`config.mk`:
```
export PLATFORM = sky130hd
export DESIGN_NAME = tomasulo_issue_unit_flat
export DESIGN_NICKNAME = d
export VERILOG_FILES = /design/src/rtl/tomasulo_issue_unit_pkg.sv /design/src/rtl/tomasulo_issue_unit_if.sv /design/src/rtl/tomasulo_issue_unit_credit.sv /design/src/rtl/tomasulo_issue_unit.sv /design/src/flat_wrapper.sv
export SDC_FILE = /design/constraint.sdc
export NUM_CORES = 1
export LEC_CHECK = 0
export CORE_ASPECT_RATIO = 0.9
export CORE_UTILIZATION = 30
export DETAILED_ROUTE_END_ITERATION = 8
export SYNTH_ARGS = -nofsm -noshare
export SYNTH_HDL_FRONTEND = slang
export SYNTH_SLANG_ARGS = --single-unit
```
`constraint.sdc`:
```
create_clock -name clk1 -period 4.65 [get_ports clk1]
set_input_delay 0.6975 -clock clk1 [delete_from_list [all_inputs] [get_ports clk1]]
set_output_delay 0.6975 -clock clk1 [all_outputs]
set_load 0.05 [all_outputs]
```
`src/rtl/tomasulo_issue_unit_pkg.sv`:
```
// Shared definitions for the Tomasulo issue stage: class encodings, opcodes
// and the opcode-to-class decoder.
package tomasulo_pkg;

  localparam int unsigned CLS_W      = 2;
  localparam int unsigned FUNC_MAX_W = 16;
  localparam int unsigned CRED_W     = 4;

  typedef enum logic [CLS_W-1:0] {
    CLS_ADD  = 2'd0,
    CLS_MUL  = 2'd1,
    CLS_BCH  = 2'd2,
    CLS_NONE = 2'd3
  } cls_e;

  localparam logic [FUNC_MAX_W-1:0] OP_ADD0 = 16'h0000;
  localparam logic [FUNC_MAX_W-1:0] OP_ADD1 = 16'h0001;
  localparam logic [FUNC_MAX_W-1:0] OP_MUL0 = 16'h0002;
  localparam logic [FUNC_MAX_W-1:0] OP_MUL1 = 16'h0003;
  localparam logic [FUNC_MAX_W-1:0] OP_BCH0 = 16'h0004;
  localparam logic [FUNC_MAX_W-1:0] OP_BCH1 = 16'h0005;

  typedef struct packed {
    logic legal;
    cls_e cls;
  } func_dec_t;

  // Callers zero-extend the opcode to FUNC_MAX_W before decoding.
  function automatic func_dec_t func_class(input logic [FUNC_MAX_W-1:0] func);
    func_dec_t d;
    d.legal = 1'b1;
    d.cls   = CLS_NONE;
    case (func)
      OP_ADD0, OP_ADD1: d.cls = CLS_ADD;
      OP_MUL0, OP_MUL1: d.cls = CLS_MUL;
      OP_BCH0, OP_BCH1: d.cls = CLS_BCH;
      default:          d.legal = 1'b0;
    endcase
    return d;
  endfunction

endpackage

```
`src/rtl/tomasulo_issue_unit_if.sv`:
```
// Decode-to-dispatch bus of the issue stage: instruction handshake in,
// registered dispatch packet out.
interface tomasulo_issue_unit_if #(
  parameter int unsigned REG_AW    = 4,
  parameter int unsigned FUNC_W    = 4,
  parameter int unsigned ROB_DEPTH = 8
);
  localparam int unsigned TAG_W = $clog2(ROB_DEPTH);
  localparam int unsigned OPR_W = (REG_AW > TAG_W) ? REG_AW : TAG_W;

  logic              in_valid;
  logic              in_ready;
  logic [REG_AW-1:0] in_rs1;
  logic [REG_AW-1:0] in_rs2;
  logic [REG_AW-1:0] in_rd;
  logic [FUNC_W-1:0] in_func;

  logic              out_valid;
  logic [1:0]        out_class;
  logic              out_rs1_busy;
  logic              out_rs2_busy;
  logic [OPR_W-1:0]  out_rs1;
  logic [OPR_W-1:0]  out_rs2;
  logic [REG_AW-1:0] out_rd;
  logic [FUNC_W-1:0] out_func;
  logic [TAG_W-1:0]  out_tag;
  logic              illegal;

  modport master (
    output in_valid, in_rs1, in_rs2, in_rd, in_func,
    input  in_ready,
    input  out_valid, out_class, out_rs1_busy, out_rs2_busy,
    input  out_rs1, out_rs2, out_rd, out_func, out_tag, illegal
  );

  modport slave (
    input  in_valid, in_rs1, in_rs2, in_rd, in_func,
    output in_ready,
    output out_valid, out_class, out_rs1_busy, out_rs2_busy,
    output out_rs1, out_rs2, out_rd, out_func, out_tag, illegal
  );

endinterface

```
`src/rtl/tomasulo_issue_unit_credit.sv`:
```
// Per-class reservation-station credit counter: saturating at MAX,
// refilled by flush or reset.
module issue_credit_ctr
  import tomasulo_pkg::*;
#(
  parameter int unsigned MAX = 3
) (
  input  logic clk1,
  input  logic rst_n,
  input  logic alloc,
  input  logic rel,
  input  logic flush,
  output logic has_credit
);

  logic [CRED_W-1:0] cnt;

  // Alloc and release in the same cycle cancel out.
  always_ff @(posedge clk1 or negedge rst_n) begin
    if (!rst_n) begin
      cnt <= CRED_W'(MAX);
    end else if (flush) begin
      cnt <= CRED_W'(MAX);
    end else if (alloc && !rel && cnt != '0) begin
      cnt <= cnt - 1'b1;
    end else if (rel && !alloc && cnt != CRED_W'(MAX)) begin
      cnt <= cnt + 1'b1;
    end
  end

  assign has_credit = (cnt != '0);

endmodule

```
`src/rtl/tomasulo_issue_unit.sv`:
```
// Tomasulo issue stage: ROB tag allocation, RAT renaming, RS credit checks
// and a registered dispatch packet.
module tomasulo_issue_unit
  import tomasulo_pkg::*;
#(
  parameter int unsigned REG_AW    = 4,
  parameter int unsigned FUNC_W    = 4,
  parameter int unsigned ROB_DEPTH = 8,
  parameter int unsigned ADD_RS    = 3,
  parameter int unsigned MUL_RS    = 3,
  parameter int unsigned BCH_RS    = 3
) (
  input  logic                         clk1,
  input  logic                         rst_n,
  tomasulo_issue_unit_if.slave         iss,
  input  logic                         commit_valid,
  input  logic [REG_AW-1:0]            commit_rd,
  input  logic                         commit_wr,
  input  logic                         rel_add,
  input  logic                         rel_mul,
  input  logic                         rel_bch,
  input  logic                         flush,
  output logic [$clog2(ROB_DEPTH):0]   rob_count
);

  localparam int unsigned TAG_W = $clog2(ROB_DEPTH);
  localparam int unsigned CNT_W = TAG_W + 1;
  localparam int unsigned OPR_W = (REG_AW > TAG_W) ? REG_AW : TAG_W;
  localparam int unsigned NREG  = 2 ** REG_AW;

  logic [NREG-1:0]  rat_busy;
  logic [TAG_W-1:0] rat_tag [NREG];
  logic [TAG_W-1:0] head;
  logic [TAG_W-1:0] tail;

  func_dec_t        dec_c;
  logic             cred_add_c, cred_mul_c, cred_bch_c, cls_credit_c;
  logic             rob_full_c, accept_c, issue_c, bad_op_c, commit_ok_c, rename_c;
  logic             alloc_add_c, alloc_mul_c, alloc_bch_c;
  logic [TAG_W-1:0] rs1_tag_c, rs2_tag_c;
  logic             rs1_busy_c, rs2_busy_c, rs1_byp_c, rs2_byp_c;

  assign dec_c = func_class(FUNC_MAX_W'(iss.in_func));

  always_comb begin
    cls_credit_c = 1'b0;
    case (dec_c.cls)
      CLS_ADD: cls_credit_c = cred_add_c;
      CLS_MUL: cls_credit_c = cred_mul_c;
      CLS_BCH: cls_credit_c = cred_bch_c;
      default: cls_credit_c = 1'b0;
    endcase
  end

  // Reserved opcodes are swallowed regardless of ROB or credit state.
  assign rob_full_c   = (rob_count == CNT_W'(ROB_DEPTH));
  assign iss.in_ready = !flush && (!dec_c.legal || (!rob_full_c && cls_credit_c));
  assign accept_c     = iss.in_valid && iss.in_ready;
  assign issue_c      = accept_c && dec_c.legal;
  assign bad_op_c     = accept_c && !dec_c.legal;
  assign commit_ok_c  = commit_valid && (rob_count != '0) && !flush;
  assign rename_c     = issue_c && (dec_c.cls != CLS_BCH);

  assign alloc_add_c  = issue_c && (dec_c.cls == CLS_ADD);
  assign alloc_mul_c  = issue_c && (dec_c.cls == CLS_MUL);
  assign alloc_bch_c  = issue_c && (dec_c.cls == CLS_BCH);

  // Operands see the RAT before this cycle's rename; a retiring producer is bypassed.
  assign rs1_tag_c  = rat_tag[iss.in_rs1];
  assign rs2_tag_c  = rat_tag[iss.in_rs2];
  assign rs1_byp_c  = commit_ok_c && commit_wr && (commit_rd == iss.in_rs1) && (rs1_tag_c == head);
  assign rs2_byp_c  = commit_ok_c && commit_wr && (commit_rd == iss.in_rs2) && (rs2_tag_c == head);
  assign rs1_busy_c = rat_busy[iss.in_rs1] && !rs1_byp_c;
  assign rs2_busy_c = rat_busy[iss.in_rs2] && !rs2_byp_c;

  issue_credit_ctr #(.MAX(ADD_RS)) u_cred_add (
    .clk1(clk1), .rst_n(rst_n), .alloc(alloc_add_c), .rel(rel_add),
    .flush(flush), .has_credit(cred_add_c)
  );

  issue_credit_ctr #(.MAX(MUL_RS)) u_cred_mul (
    .clk1(clk1), .rst_n(rst_n), .alloc(alloc_mul_c), .rel(rel_mul),
    .flush(flush), .has_credit(cred_mul_c)
  );

  issue_credit_ctr #(.MAX(BCH_RS)) u_cred_bch (
    .clk1(clk1), .rst_n(rst_n), .alloc(alloc_bch_c), .rel(rel_bch),
    .flush(flush), .has_credit(cred_bch_c)
  );

  // RAT: the later rename assignment overrides a same-cycle commit clear.
  always_ff @(posedge clk1 or negedge rst_n) begin
    if (!rst_n) begin
      rat_busy <= '0;
      for (int i = 0; i < NREG; i++) rat_tag[i] <= '0;
    end else if (flush) begin
      rat_busy <= '0;
    end else begin
      if (commit_ok_c && commit_wr && rat_tag[commit_rd] == head) begin
        rat_busy[commit_rd] <= 1'b0;
      end
      if (rename_c) begin
        rat_busy[iss.in_rd] <= 1'b1;
        rat_tag[iss.in_rd]  <= tail;
      end
    end
  end

  // ROB pointers; occupancy is counted so a full ROB is distinct from empty.
  always_ff @(posedge clk1 or negedge rst_n) begin
    if (!rst_n) begin
      head      <= '0;
      tail      <= '0;
      rob_count <= '0;
    end else if (flush) begin
      head      <= '0;
      tail      <= '0;
      rob_count <= '0;
    end else begin
      if (issue_c)     tail <= tail + 1'b1;
      if (commit_ok_c) head <= head + 1'b1;
      case ({issue_c, commit_ok_c})
        2'b10:   rob_count <= rob_count + 1'b1;
        2'b01:   rob_count <= rob_count - 1'b1;
        default: rob_count <= rob_count;
      endcase
    end
  end

  // Dispatch packet: pulses are single-cycle, fields hold until the next issue.
  always_ff @(posedge clk1 or negedge rst_n) begin
    if (!rst_n) begin
      iss.out_valid    <= 1'b0;
      iss.illegal      <= 1'b0;
      iss.out_class    <= '0;
      iss.out_rs1_busy <= 1'b0;
      iss.out_rs2_busy <= 1'b0;
      iss.out_rs1      <= '0;
      iss.out_rs2      <= '0;
      iss.out_rd       <= '0;
      iss.out_func     <= '0;
      iss.out_tag      <= '0;
    end else if (flush) begin
      iss.out_valid <= 1'b0;
      iss.illegal   <= 1'b0;
    end else begin
      iss.out_valid <= issue_c;
      iss.illegal   <= bad_op_c;
      if (issue_c) begin
        iss.out_class    <= dec_c.cls;
        iss.out_rs1_busy <= rs1_busy_c;
        iss.out_rs2_busy <= rs2_busy_c;
        iss.out_rs1      <= rs1_busy_c ? OPR_W'(rs1_tag_c) : OPR_W'(iss.in_rs1);
        iss.out_rs2      <= rs2_busy_c ? OPR_W'(rs2_tag_c) : OPR_W'(iss.in_rs2);
        iss.out_rd       <= iss.in_rd;
        iss.out_func     <= iss.in_func;
        iss.out_tag      <= tail;
      end
    end
  end

endmodule

```
`src/flat_wrapper.sv`:
```
// flat-port wrapper written by rule: the top's interface ports become plain ports
module tomasulo_issue_unit_flat import tomasulo_pkg::*;
#(
  parameter int unsigned REG_AW    = 4,
  parameter int unsigned FUNC_W    = 4,
  parameter int unsigned ROB_DEPTH = 8,
  parameter int unsigned ADD_RS    = 3,
  parameter int unsigned MUL_RS    = 3,
  parameter int unsigned BCH_RS    = 3
)
  (clk1, rst_n, commit_valid, commit_rd, commit_wr, rel_add, rel_mul, rel_bch, flush, rob_count, iss_in_valid, iss_in_rs1, iss_in_rs2, iss_in_rd, iss_in_func, iss_in_ready, iss_out_valid, iss_out_class, iss_out_rs1_busy, iss_out_rs2_busy, iss_out_rs1, iss_out_rs2, iss_out_rd, iss_out_func, iss_out_tag, iss_illegal);
  tomasulo_issue_unit_if #(.REG_AW(REG_AW), .FUNC_W(FUNC_W), .ROB_DEPTH(ROB_DEPTH)) iss_i ();
  input  logic clk1;
  input  logic rst_n;
  input  logic commit_valid;
  input  logic [REG_AW-1:0] commit_rd;
  input  logic commit_wr;
  input  logic rel_add;
  input  logic rel_mul;
  input  logic rel_bch;
  input  logic flush;
  output logic [$clog2(ROB_DEPTH):0] rob_count;
  input wire logic [$bits(iss_i.in_valid)-1:0] iss_in_valid;
  input wire logic [$bits(iss_i.in_rs1)-1:0] iss_in_rs1;
  input wire logic [$bits(iss_i.in_rs2)-1:0] iss_in_rs2;
  input wire logic [$bits(iss_i.in_rd)-1:0] iss_in_rd;
  input wire logic [$bits(iss_i.in_func)-1:0] iss_in_func;
  output wire logic [$bits(iss_i.in_ready)-1:0] iss_in_ready;
  output wire logic [$bits(iss_i.out_valid)-1:0] iss_out_valid;
  output wire logic [$bits(iss_i.out_class)-1:0] iss_out_class;
  output wire logic [$bits(iss_i.out_rs1_busy)-1:0] iss_out_rs1_busy;
  output wire logic [$bits(iss_i.out_rs2_busy)-1:0] iss_out_rs2_busy;
  output wire logic [$bits(iss_i.out_rs1)-1:0] iss_out_rs1;
  output wire logic [$bits(iss_i.out_rs2)-1:0] iss_out_rs2;
  output wire logic [$bits(iss_i.out_rd)-1:0] iss_out_rd;
  output wire logic [$bits(iss_i.out_func)-1:0] iss_out_func;
  output wire logic [$bits(iss_i.out_tag)-1:0] iss_out_tag;
  output wire logic [$bits(iss_i.illegal)-1:0] iss_illegal;
  assign iss_i.in_valid = iss_in_valid;
  assign iss_i.in_rs1 = iss_in_rs1;
  assign iss_i.in_rs2 = iss_in_rs2;
  assign iss_i.in_rd = iss_in_rd;
  assign iss_i.in_func = iss_in_func;
  assign iss_in_ready = iss_i.in_ready;
  assign iss_out_valid = iss_i.out_valid;
  assign iss_out_class = iss_i.out_class;
  assign iss_out_rs1_busy = iss_i.out_rs1_busy;
  assign iss_out_rs2_busy = iss_i.out_rs2_busy;
  assign iss_out_rs1 = iss_i.out_rs1;
  assign iss_out_rs2 = iss_i.out_rs2;
  assign iss_out_rd = iss_i.out_rd;
  assign iss_out_func = iss_i.out_func;
  assign iss_out_tag = iss_i.out_tag;
  assign iss_illegal = iss_i.illegal;
  tomasulo_issue_unit #(.REG_AW(REG_AW), .FUNC_W(FUNC_W), .ROB_DEPTH(ROB_DEPTH), .ADD_RS(ADD_RS), .MUL_RS(MUL_RS), .BCH_RS(BCH_RS)) u_core (.clk1(clk1), .rst_n(rst_n), .iss(iss_i), .commit_valid(commit_valid), .commit_rd(commit_rd), .commit_wr(commit_wr), .rel_add(rel_add), .rel_mul(rel_mul), .rel_bch(rel_bch), .flush(flush), .rob_count(rob_count));
endmodule
```
==> Yosys cells after proc, flatten, opt, wreduce, memory -nomap -nowiden <==
Cells that the tools add are included.
{ "op_classes": {"add_sub_neg": 10, "n_lt_le_gt_ge": 11, "n_eq_ne": 19, "muxes": 46, "n_bitwise": 8, "n_reduce_logical": 64} }
{ "op_table": {"columns": ["op", "count"], "rows": [
  ["16-bit 2-to-1 mux", 4],
  ["48-bit bitwise mux", 1],
  ["4-bit 2-to-1 mux", 12],
  ["3-bit binary-select mux with 4-bit select", 3],
  ["1-bit logical AND", 34],
  ["3-bit 2-to-1 mux", 11],
  ["5-bit >= comparator, second input constant", 4],
  ["4-bit by 5-bit < comparator with 1-bit output, second input constant", 4],
  ["4-bit inverter with 5-bit output", 4],
  ["4-bit by 1-bit adder with 4-bit output, second input constant", 4],
  ["16-bit AND", 1],
  ["16-bit inverter", 1],
  ["16-bit bitwise OR", 1],
  ["4-bit nonzero test", 4],
  ["4-bit by 1-bit subtractor with 4-bit output, second input constant", 4],
  ["3-bit demux with 4-bit select", 1],
  ["4-bit by 2-bit != test with 1-bit output, second input constant", 3],
  ["3-bit nonzero test", 4],
  ["1-bit logical NOT", 11],
  ["3-bit == test", 3],
  ["1-bit binary-select mux with 4-bit select", 2],
  ["1-bit demux with 4-bit select", 2],
  ["4-bit by 2-bit == test with 1-bit output, second input constant", 2],
  ["4-bit by 3-bit == test with 1-bit output, second input constant", 2],
  ["21 further kinds", 36]
]} }
{ "word_totals": {"register_bits": 111, "inputBits": 29, "out_inout_bits": 30, "word_cells": 191} }

==> Logic depth before layout (Yosys ltp) <==
{ "logic_depth": {"word_depth": 17, "ltp_mapped": 13, "ltp_nobuf": 13} }

==> By module <==
From an unflattened synthesis, not the netlist that was laid out.
{ "hier_totals": {"cells_unflattened": 639, "hier_area_um2": 7089.3} }
{ "by_module_without_submodules": {"columns": ["module", "n_inst", "cells_each", "area_each_um2", "seq_area_each_um2"], "rows": [
  ["tomasulo_issue_unit", 1, 522, 5963.2, 2477.4],
  ["issue_credit_ctr", 3, 39, 375.4, 102.6]
]} }

==> Least setup slack after synthesis <==
Ideal clock, no wire load.
{ "synth_path": {"path_kind": "input-to-reg", "start": "input iss_in_func[2]", "end": "register u_core.u_cred_mul.cnt[3]", "setup_ns": 0.128, "arrival_ns": 3.593, "t_required_ns": 4.522, "path_slack_ns": 0.930, "path_stages": 13, "path_buffers": 1, "path_cell_list": "clkbuf_1 > and2_1 > o32a_1 > or3_1 > inv_2 > nand2b_1 > or3_1 > inv_2 > ha_1 > a21o_1 > a21oi_1 > mux2i_1 > mux2_1"} }
{ "synth_via": {"elab_chain_len": 15, "word_cells_on_any_way": 31, "cone_classes": "eq/ne (7); mux (5); reduce/logical (19)"} }
{ "synth_lines": {"columns": ["element", "line_no", "source"], "rows": [
  ["start: declaration", "flat_wrapper.sv:27", "input wire logic [$bits(iss_i.in_func)-1:0] iss_in_func;"],
  ["4-bit by 3-bit == test with 1-bit output (tied with other cells)", "tomasulo_issue_unit_pkg.sv:33", "case (func)"],
  ["2-bit OR reduction, on equally long branches", null, null],
  ["2-bit one-hot mux with 3 select lines", "tomasulo_issue_unit_pkg.sv:33", null],
  ["2-bit == test (tied with other cells)", "tomasulo_issue_unit.sv:47", "case (dec_c.cls)"],
  ["1-bit one-hot mux with 3 select lines", "tomasulo_issue_unit.sv:47", null],
  ["1-bit logical AND", "tomasulo_issue_unit.sv:57", "assign iss.in_ready = !flush && (!dec_c.legal || (!rob_full_c && cls_credit_c));"],
  ["1-bit logical OR", "tomasulo_issue_unit.sv:57", null],
  ["1-bit logical AND", "tomasulo_issue_unit.sv:57", null],
  ["1-bit logical AND", "tomasulo_issue_unit.sv:58", "assign accept_c = iss.in_valid && iss.in_ready;"],
  ["1-bit logical AND", "tomasulo_issue_unit.sv:59", "assign issue_c = accept_c && dec_c.legal;"],
  ["1-bit logical AND (*)", "tomasulo_issue_unit.sv:65", "assign alloc_mul_c = issue_c && (dec_c.cls == CLS_MUL);"],
  ["1-bit logical AND / 1-bit logical NOT (equally long branches)", "tomasulo_issue_unit_credit.sv:24, tomasulo_issue_unit_credit.sv:26", null],
  ["1-bit logical AND, on equally long branches", "tomasulo_issue_unit_credit.sv:24, tomasulo_issue_unit_credit.sv:26", null],
  ["4-bit 2-to-1 mux / 1-bit logical AND (equally long branches)", "tomasulo_issue_unit_credit.sv:24, tomasulo_issue_unit_credit.sv:26", null],
  ["4-bit 2-to-1 mux / 3-bit nonzero test (equally long branches)", null, null],
  ["end signal: assignment", "tomasulo_issue_unit_credit.sv:21", "cnt <= CRED_W'(MAX);"],
  ["end signal: assignment", "tomasulo_issue_unit_credit.sv:23", "cnt <= CRED_W'(MAX);"],
  ["end signal: assignment", "tomasulo_issue_unit_credit.sv:25", "cnt <= cnt - 1'b1;"],
  ["end: declaration", "tomasulo_issue_unit_credit.sv:16", "logic [CRED_W-1:0] cnt;"]
]} }
Every way passes the cells marked *; elsewhere a longest branch is shown, timed or not.
A chain may end at the register's enable or synchronous reset.

==> Final worst setup path <==
{ "layout_path": {"start": "input iss_in_func[2]", "end": "register u_core.u_cred_bch.cnt[3]"} }
{ "layout_via": {"elab_chain_len": 15, "word_cells_on_any_way": 31, "cone_classes": "eq/ne (7); mux (5); reduce/logical (19)"} }
{ "layout_lines": {"columns": ["element", "line_no", "source"], "rows": [
  ["4-bit by 3-bit == test with 1-bit output (tied with other cells)", "tomasulo_issue_unit_pkg.sv:33", null],
  ["2-bit OR reduction, on equally long branches", null, null],
  ["2-bit one-hot mux with 3 select lines", "tomasulo_issue_unit_pkg.sv:33", null],
  ["2-bit == test (tied with other cells)", "tomasulo_issue_unit.sv:47, tomasulo_issue_unit.sv:66", null],
  ["1-bit one-hot mux with 3 select lines", "tomasulo_issue_unit.sv:47", null],
  ["1-bit logical AND", "tomasulo_issue_unit.sv:57", null],
  ["1-bit logical OR", "tomasulo_issue_unit.sv:57", null],
  ["1-bit logical AND", "tomasulo_issue_unit.sv:57", null],
  ["1-bit logical AND", "tomasulo_issue_unit.sv:58", null],
  ["1-bit logical AND", "tomasulo_issue_unit.sv:59", null],
  ["1-bit logical AND (*)", "tomasulo_issue_unit.sv:66", "assign alloc_bch_c = issue_c && (dec_c.cls == CLS_BCH);"],
  ["1-bit logical AND / 1-bit logical NOT (equally long branches)", "tomasulo_issue_unit_credit.sv:24, tomasulo_issue_unit_credit.sv:26", null],
  ["1-bit logical AND, on equally long branches", "tomasulo_issue_unit_credit.sv:24, tomasulo_issue_unit_credit.sv:26", null],
  ["4-bit 2-to-1 mux / 1-bit logical AND (equally long branches)", "tomasulo_issue_unit_credit.sv:24, tomasulo_issue_unit_credit.sv:26", null],
  ["4-bit 2-to-1 mux / 3-bit nonzero test (equally long branches)", null, null],
  ["end signal: assignment", "tomasulo_issue_unit_credit.sv:21", null],
  ["end signal: assignment", "tomasulo_issue_unit_credit.sv:23", null],
  ["end signal: assignment", "tomasulo_issue_unit_credit.sv:25", null],
  ["end: declaration", "tomasulo_issue_unit_credit.sv:16", null]
]} }
Marked as above.

==> impl_metrics.toml <==
[setup_path]
cp_slowest_stage_delay_ns = 0.56
reg2reg_depth = 12
path_cells = "clkdlybuf4s50_1 -> and2_1 -> o32a_1 -> or3_1 -> buf_4 -> nor3_1 -> ha_1 -> a21o_1 -> a21oi_1 -> nor3_1 -> a21oi_1 -> mux2_2"
endpoint_kind = "flop"
r2r_start = "u_core.u_cred_bch.cnt[1]"
path_class = "in -> reg"
critPathSlowestCell = "clkdlybuf4s50_1"
cp.required_ns = 4.90
r2r_end = "u_core.u_cred_bch.cnt[3]"
worstPathArrival_ns = 4.30
r2r_setup_slack_ns = 0.89
critPathLaunchType = "input pin"
crit_fanout = 28

[drt]
ant_nets = 0
drt_wl_total_mm = 18.8
dr.pass1.iters = 5
vias = 4997
wl_per_cell_um = 20.7
viasPerCell = 5.50
drtIter0Drc = 407
drc_errors = 0

[synthesis]
synth_cell_types = 58
avgSynthCellArea_sq_um = 11.9
syn-num-nets = 606
synth_top_area_share_pct = 39.2
synth_enable_flop_cells = 0
synth_warnings = 0
ys_seq_elements = 111
synthFlopType = "dfrtp_1"
syn_area_sq_um = 6710
synth_area_leaders = "dfrtp_1, mux4_2, mux2_2"
synth_seq_area_share_pct = 41.5
synthArstFlopShare_pct = 100
syn_inst = 563
yosysTopAreaCell = "dfrtp_1"

[clocking]
post_cts_buffers = 0
cts_tree = "done"
htreeDepth = 3
clockRootBuffer = "clkbuf_16"
postCtsHoldBufs = 0
cts_buffers = 9
cts.repair.resized = 0
clockBufferDepth = 2
cts_sinks = 111
clk_pin_slew_ns = 0.07
clk_latency_ns = 0.36

[hold_path]
hp-class = "in -> async"

[finish]
final_common_cell = "dfrtp_1"
layout_common_cells = "dfrtp_1, nand2_1, clkdlybuf4s50_1, mux2_2, mux4_2"
instances_no_fill = 908
antennaDiodeCount = 0
synthToLayoutAreaGrowth_pct = 18.0
nets = 655
drive_gt1_share_pct = 22.7

[global_route]
grtUsageTotal_pct = 16.9
antenna_found_initial = 0
grt_pass1_wl_mm = 29.4
grt_overflow = 0
grt_pass1_vias = 4944
grt_max_degree = 48

[timing]
post-route-period-util_pct = 87.1
maxSlewHeadroom_pct = 38.1
worst_slew_pin_slew_ns = 0.925
finalSetupViolCount = 0
rsz0062_at_grt = "false"
slew_viol_final = 0
fin_setup_tns_ns = 0
clock_skew_ns = 0.0106
finalHoldViolations = 0
fmax_mhz = 247
setup_slack_ns = 0.601
fin_crit_ns = 4.05

[die]
fp.coreArea_sq_um = 21800
start_util_pct = 30.8
die-area_sq_um = 23000
die_w_um = 160
io_pins = 59
die_y_um = 144
num_rows = 51

[placement]
portBuffers = 58
dpl.hpwl_mm = 13.9
gp_congestion = 0.861
placed_cells = 892
place_ws_ns = 0.237

[pwr]
peakVddDrop_v = 0.000232
powerDensity_nw_per_um2 = 367
switchingPower_mw = 1.03
seq_power_share_pct = 41.0
p_leak_nw = 3.55
p_sw_share_pct = 35.4
clkPwrFrac_pct = 27.4
power_frac_comb_pct = 31.6
internal-power_mw = 1.87

[flow_run]
max_cap_violations = 0

[run_status]
status = "finished, final reports clean"
==> area by class of cell <==
class,instances,area [sq um]
timing repair buffer,75,706
clock buffer,12,246
multi-input combinational,401,3710
tap,291,364
fill,2066,13800
clock inverter,4,52.6
sequential,111,2790
inverter,14,52.6
==> routing by layer <==
metal  part of all wire (%)  vias up  track usage, %
li1                       -     2193               -
met1                     45     2561            22.5
met2                     47      222            27.6
met3                    7.0       21            3.87
met4                    1.4        0            4.96
met5                      0        -               0
==> how the worst max path moves through the flow <==
stage / cells past startpoint / slack (ns) / to / startpoint
after floorplan: 13 / 0.93 / u_core.u_cred_mul.cnt[3] / iss_in_func[2]
after global placement: 12 / 0.44 / u_core.u_cred_bch.cnt[3] / iss_in_func[2]
after detailed placement: 12 / 0.24 / u_core.u_cred_bch.cnt[3] / iss_in_func[2]
after CTS: 12 / 0.63 / u_core.u_cred_bch.cnt[3] / iss_in_func[2]
after global routing: 12 / 0.39 / u_core.u_cred_bch.cnt[3] / iss_in_func[2]
final: 12 / 0.60 / u_core.u_cred_bch.cnt[3] / iss_in_func[2]
==> power by group through the flow <==
stage / Clock, mW / Combinational (mW) / Sequential [mW]
after global placement: 0 / 0.891 / 1.20
after detailed placement: 0 / 0.921 / 1.21
final: 0.794 / 0.917 / 1.19
after CTS: 0.819 / 0.923 / 1.19
after global routing: 0.856 / 0.986 / 1.21
after floorplan: 0 / 0.408 / 1.40
==> cell families after synthesis <==
logic type | share of synthesized area (%)
AND/OR/NAND/NOR | 12.0
XOR/XNOR | 3.52
adder cells (fa/ha/maj) | 3.06
buffers and inverters | 3.23
AO/OA/AOI/OAI | 7.48
flip-flops | 41.5
multiplexers | 29.2
==> Yosys cell counts, drive strengths merged (5+ instances only) <==
cell type / number
a21o: 7
a21oi: 14
and2: 7
buf: 9
clkbuf: 28
dfrtp: 105
dfstp: 6
ha: 10
inv: 14
mux2: 53
mux2i: 16
mux4: 52
nand2: 72
nand2b: 6
nand3: 8
nor2: 32
nor2b: 7
nor3: 14
nor4: 7
o211ai: 13
o21ai: 9
o41ai: 5
xnor2: 22
xor2: 5
==> worst max-delay path: cells and delay by family <==
kind	cells	cell delay [ns]
buf+inv	2	0.81
fa+ha+maj	1	0.33
mux	1	0.35
simple gates	4	1.16
compound gates	4	0.95
==> flip-flops by register name, summed over array words and instances (netlist names) <==
register,cells
u_core.rat_tag,48
u_core.rat_busy,16
u_core.iss.out_func,4
u_core.iss.out_rd,4
u_core.iss.out_rs1,4
u_core.iss.out_rs2,4
u_core.rob_count,4
u_core.u_cred_add.cnt,4
u_core.u_cred_bch.cnt,4
u_core.u_cred_mul.cnt,4
u_core.head,3
u_core.iss.out_tag,3
u_core.tail,3
u_core.iss.out_class,2
u_core.iss.illegal,1
u_core.iss.out_rs1_busy,1
u_core.iss.out_rs2_busy,1
u_core.iss.out_valid,1
==> per-stage QoR <==
step | cell area (sq um) | power, mW | util [%] | hold slack [ns]
after CTS | 7910 | 2.93 | 36.4 | 0.366
after floorplan | 6710 | 1.81 | - | 0.402
after global placement | 7610 | 2.09 | 35.0 | 0.464
after global routing | 7910 | 3.05 | 36.4 | 0.396
after detailed placement | 7610 | 2.13 | 35.0 | 0.473
final | 7910 | 2.90 | 36.4 | 0.349
Note: power is estimated with default switching activity, not from simulation.
